`config.mk`:
```
export PLATFORM = sky130hd
export DESIGN_NAME = icache
export DESIGN_NICKNAME = d
export VERILOG_FILES = /design/src/rtl/cpu_types_pkg.sv /design/src/rtl/icache.sv
export SDC_FILE = /design/constraint.sdc
export NUM_CORES = 1
export LEC_CHECK = 0
export CORE_ASPECT_RATIO = 1.4
export CORE_MARGIN = 3
export CORE_UTILIZATION = 51
export CTS_CLUSTER_DIAMETER = 60
export DETAILED_ROUTE_END_ITERATION = 8
export PLACE_DENSITY_LB_ADDON = 0.15
export RECOVER_POWER = 50
export SLEW_MARGIN = 20
export SYNTH_ARGS = -nofsm -noshare
export SYNTH_HDL_FRONTEND = slang
export SYNTH_SLANG_ARGS = --single-unit
```
`constraint.sdc`:
```
create_clock -name CLK -period 9.75 [get_ports CLK]
set_clock_uncertainty 0.2 [all_clocks]
set_input_delay 2.925 -clock CLK [delete_from_list [all_inputs] [get_ports CLK]]
set_output_delay 2.925 -clock CLK [all_outputs]
set_load 0.005 [all_outputs]
```
`src/rtl/cpu_types_pkg.sv`:
```
// cpu_types_pkg: shared instruction-cache geometry and frame/address types.
package cpu_types_pkg;
    localparam int ITAG_W  = 26;
    localparam int IIDX_W  = 4;
    localparam int IFRAMES = 16;
    typedef struct packed {
        logic [ITAG_W-1:0] tag;
        logic [IIDX_W-1:0] idx;
        logic [1:0]        bytoff;
    } icachef_t;
    typedef struct packed {
        logic              valid;
        logic [ITAG_W-1:0] tag;
        logic [31:0]       data;
    } icache_frame_t;
endpackage

```
`src/rtl/icache.sv`:
```
// icache: direct-mapped 16-word instruction cache with a two-state miss FSM.
// Define ICACHE_STATS_EN to add the hitcnt/misscnt event counters.
module icache
    import cpu_types_pkg::*;
(
    input  logic        CLK,
    input  logic        RST,
    input  logic        imemREN,
    input  logic [31:0] imemaddr,
    output logic [31:0] imemload,
    output logic        ihit,
    output logic        iREN,
    output logic [31:0] iaddr,
    input  logic [31:0] iload,
    input  logic        iwait
`ifdef ICACHE_STATS_EN
    ,
    output logic [31:0] hitcnt,
    output logic [31:0] misscnt
`endif
);
    typedef enum logic {IDLE, FILL} state_t;

    state_t        r_state;
    icachef_t      r_miss;
    icache_frame_t r_frames [IFRAMES];
    icachef_t      w_addr;
    icache_frame_t w_frame;
    logic          w_hit;
    logic          w_fill;
    logic          w_unused_bytoff;

    assign w_addr          = icachef_t'(imemaddr);
    assign w_frame         = r_frames[w_addr.idx];
    assign w_unused_bytoff = ^w_addr.bytoff;
    // Outputs are held quiet while reset is asserted, whatever the arrays hold.
    assign w_hit    = !RST && r_state == IDLE && imemREN && w_frame.valid && w_frame.tag == w_addr.tag;
    assign w_fill   = !RST && r_state == FILL;
    assign ihit     = w_hit;
    assign imemload = w_hit ? w_frame.data : '0;
    assign iREN     = w_fill;
    assign iaddr    = w_fill ? r_miss : '0;

    always_ff @(posedge CLK) begin
        if (RST) begin
            r_state <= IDLE;
            r_miss  <= '0;
            for (int i = 0; i < IFRAMES; i++)
                r_frames[i].valid <= 1'b0;
        end else if (r_state == FILL) begin
            if (!iwait) begin
                r_frames[r_miss.idx] <= '{valid: 1'b1, tag: r_miss.tag, data: iload};
                r_state              <= IDLE;
            end
        end else if (imemREN && !w_hit) begin
            r_miss  <= w_addr;
            r_state <= FILL;
        end
    end

`ifdef ICACHE_STATS_EN
    logic [31:0] r_hitcnt;
    logic [31:0] r_misscnt;

    assign hitcnt  = r_hitcnt;
    assign misscnt = r_misscnt;

    always_ff @(posedge CLK) begin
        if (RST) begin
            r_hitcnt  <= '0;
            r_misscnt <= '0;
        end else begin
            if (w_hit)
                r_hitcnt <= r_hitcnt + 32'd1;
            if (r_state == IDLE && imemREN && !w_hit)
                r_misscnt <= r_misscnt + 32'd1;
        end
    end
`endif
endmodule
```
Word-level counts from Yosys, hierarchy flattened --
Memory sizes are Yosys's and may differ from the RTL's. Cells that the tools add are included.
Word-level totals: bits in registers 33, RAM bits 944, bits of input ports 68, memories 1
Operators by class: eq/ne operators 1, mux-type cells 14, bitwise operators 1, reductions and logical operators 10
Memory list:
- r_frames | words 16, width 59, rd ports 1, clocked after memory_dff 0, write ports 16, line icache.sv:26 | icache_frame_t r_frames [IFRAMES];
Operators by type and width (number):
- 32-bit 2-to-1 mux | 2
- 59-bit 2-to-1 mux | 1
- 59-bit OR reduction | 1
- 26-bit == test | 1
- 1-bit 2-to-1 mux | 9
- 1-bit logical AND | 6
- 4-bit 2-to-1 mux | 1
- 1-bit zero test | 2
- 2-bit 2-to-1 mux | 1
- 2-bit AND reduction | 1
- 1-bit NOT | 1

Logic depth before layout (Yosys ltp) --
depth after elaboration 9, depth in mapped cells 14, gate-level depth less buffers 8

Worst setup path after synthesis --
Ideal clock, no wire load.
kind input -> output, start in imemaddr[3], end out imemload[11], arrival 5556 ps, data required time 6625 ps, slack 1069 ps, stages on the path 9, path buffers 6, cell sequence buf_4 buf_2 buf_2 clkbuf_1 clkbuf_1 clkbuf_1 mux4_2 mux4_2 nor2b_1
On the way: word-level cells in the longest chain between the ends 4
RTL lines:
- from (decl) | line icache.sv:9 | input logic [31:0] imemaddr,
- memory read 16 x 59 bit (*)
- 26-bit == test / 1-bit logical AND (equally long branches) | line icache.sv:37 | assign w_hit = !RST && r_state == IDLE && imemREN && w_frame.valid && w_frame.tag == w_addr.tag;
- 1-bit logical AND | line icache.sv:37
- 32-bit 2-to-1 mux (*) | line icache.sv:40 | assign imemload = w_hit ? w_frame.data : '0;
- to (decl) | line icache.sv:10 | output logic [31:0] imemload,
Every way passes the cells marked *; elsewhere a longest branch is shown, timed or not.

Worst setup path in the final report --
start in imemaddr[4], end out imemload[13]
Same word-level chain as after synthesis.

==> impl_metrics.tcl <==
set metrics [dict create \
    status "finished with violations" \
    violations "max-capacitance violations, max-slew violations" \
    gp_congestion 0.8508 \
    finalHoldViolations 0 \
    ys.flop_type "edfxtp_1" \
    final_cells 3089 \
    rows 119 \
    fmax_mhz 104.6 \
    cts_sinks 977 \
    cp_max_fo 19 \
    core_um2 75340 \
    r2r_start "r_state$_SDFF_PP0_" \
    synth_cell_types 61 \
    cp_data_arrival_time_ns 6.43 \
    slew_viol_final 160 \
    critPathLaunchType "input pin" \
    vias_per_cell 6.318 \
    maxCapViolations 7 \
    die_h_um 332.5 \
    netlist_top_cells_count "928 x edfxtp_1, 265 x mux4_2, 80 x mux2i_1" \
    start_util_pct 51.55 \
    dr.pass1.iters 7 \
    postSynthAreaPerCell_um2 20.99 \
    synthTopCellsByArea "edfxtp_1 72%, mux4_2 15%, dfxtp_1 2.5%, mux2i_1 2.1%, nand2_1 0.75%" \
    io_pins 134 \
    synth_edf_count 928 \
    cts_max_level 3 \
    yosys.cell_count.top_type "edfxtp_1" \
    yosysSeqAreaShare_pct 74.28 \
    ctsRootBufferMaster "clkbuf_16" \
    drtIter0Drc 1899 \
    synth_top_area_share_pct 71.75 \
    gr-usage-met2_pct 38.31 \
    p_leak_nw 14.25 \
    dpl.hpwl_um 50740 \
    clock_path_buffers 3 \
    track_usage_pct 23.74 \
    fillers 5446 \
    netlist_area_um2 38840 \
    worstSetupEndpointType "output port" \
    power.density_nw_per_um2 196.4 \
    path_clk_slew_ns 0.06 \
    hold_ws_ns 0.2500 \
    grt_pass1_vias 20280 \
    tightest_slew_ns 2.840 \
    fin_crit_sh_pct 98.01 \
    die_width_um 239.2 \
    ys_ff_latch 977 \
    use_met3_pct 3.683 \
    async_reset_ff_share_pct 0 \
    gr-usage-met1_pct 33.86 \
    busiest_layer "met2" \
    area_growth_pct 14.92 \
    grt_antenna_before_repair 8 \
    grt_pass1_wl_um 137100 \
    cts_buffers 93 \
    clock_latency_ns 0.66 \
    yosysWarnings 0 \
    r2r_slack_ns 4.35 \
    yosysTopAreaCell "edfxtp_1" \
    setup-tns-final_ns 0 \
    synth_fp_nets 1918 \
    routedWlPerCell_um 30.00 \
    min_period_ns 9.556 \
    max-slew-margin-rel_pct -89.32 \
    post-cts-setup-buffer-count 0 \
    final_util_pct 59.24 \
    rsz0062_at_grt "false" \
    drive_gt1_share_pct 23.48 \
    overflow 0 \
    cts_tree "done" \
    hold_start "r_frames[4][58]$_SDFFE_PP1P_" \
    nets 2109 \
    place_inst 2914 \
    syn_inst 1850 \
    via_count 19520 \
    dieArea_um2 79550 \
    io_buffers 133 \
    postRouteAntennaNets 0 \
    hold_class "flop to flop" \
    critical_path_class "input pin to output port" \
    crit_start "imemaddr[4]" \
    ir_worst_vdd_uv 131.2 \
    routed_wl_um 92680 \
    drc 0 \
    setup_viol 0 \
    grt_start_max_net_pins 81 \
    total_power_mw 8.766 \
    cp.required_ns 6.63 \
]
## power breakdown
part           switching [mW]  internal [mW]
clock                    1.56           2.03
sequential             0.0738           4.65
combinational           0.245          0.206
## cell usage in the layout, fill, tap and decap left out, drive strengths merged, types with 3 or more instances in the layout
cell	instances
edfxtp	928
mux4	266
clkbuf	122
clkdlybuf4s50	96
mux2i	80
nand2	78
buf	71
dfxtp	49
clkinv	37
nor4	36
nor2b	35
and2	35
dlygate4sd3	33
a32oi	32
xnor2	27
nor3b	25
inv	22
nor2	20
a21o	18
nor3	15
bufinv	9
nand4	7
mux2	7
o21ai	7
nand2b	6
xor2	5
diode	4
a221oi	4
nand3b	3
a21oi	3
o32ai	3
nand4bb	3
clkinvlp	3
## what timing repair did
item                                    in CTS  in global routing
endpoints found under the setup margin       0                 16
resized for setup                            0                  2
hold buffers                                 0                  0
## critical path, stage by stage
cell and delay [ns]:
buf_4 0.31, clkinv_2 0.53, mux4_2 0.64, xnor2_1 0.33
nand4_1 0.21, nor2_1 0.16, nand4_1 0.19, buf_12 0.24
buf_12 0.18, nor2b_1 0.16, clkdlybuf4s50_1 0.53
## per-layer routing
layer	share of wire [%]	vias to the layer above	wire length (µm)
met5	0.039	-	36
li1	-	8120	-
met3	6.3	162	5826
met2	49	771	45870
met4	2.8	6	2569
met1	41	10460	38370
## final cells by class
cell class	count	area (µm²)	area share, %
tap	968	1211	2.714
multi-input combinational	747	9464	21.20
clock buffer	113	2432	5.449
inverter	13	50.05	0.1121
antenna	4	10.01	0.02243
clock inverter	58	576.8	1.292
timing repair buffer	209	2042	4.575
sequential	977	28850	64.63
## final timing paths
kind | end | depth (start not counted)
setup / recovery | imemload[13] | 11
hold / removal | r_frames[4][58]$_SDFFE_PP1P_ | 1
setup reg to reg | r_frames[1][8]$_DFFE_PP_ | 6
hold reg to reg | r_frames[4][58]$_SDFFE_PP1P_ | 1
## stage by stage
step / cell area [µm²] / setup WS, ns
floorplan: 38840 / 1.069
CTS: 44690 / 0.1143
global route: 44620 / 0.02008
finish: 44630 / 0.1941
detailed placement: 41680 / 0.1424
global placement: 41680 / 0.2090
## registers in the layout (all words and copies together), names as in the netlist
name and count:
r_frames 944, r_miss 32, r_state 1
## logic make-up (layout without fill, tap and decap cells)
| group | after synthesis | count (layout) | share of synthesized area, % |
|---|---|---|---|
| buf+inv | 126 | 393 | 1.562 |
| simple gates | 274 | 274 | 3.934 |
| compound gates | 88 | 88 | 1.807 |
| flops | 977 | 977 | 74.28 |
| other cells | 0 | 4 | 0 |
| xor+xnor | 32 | 32 | 0.7216 |
| mux | 353 | 353 | 17.70 |
Note: power is estimated with default switching activity, not from simulation.
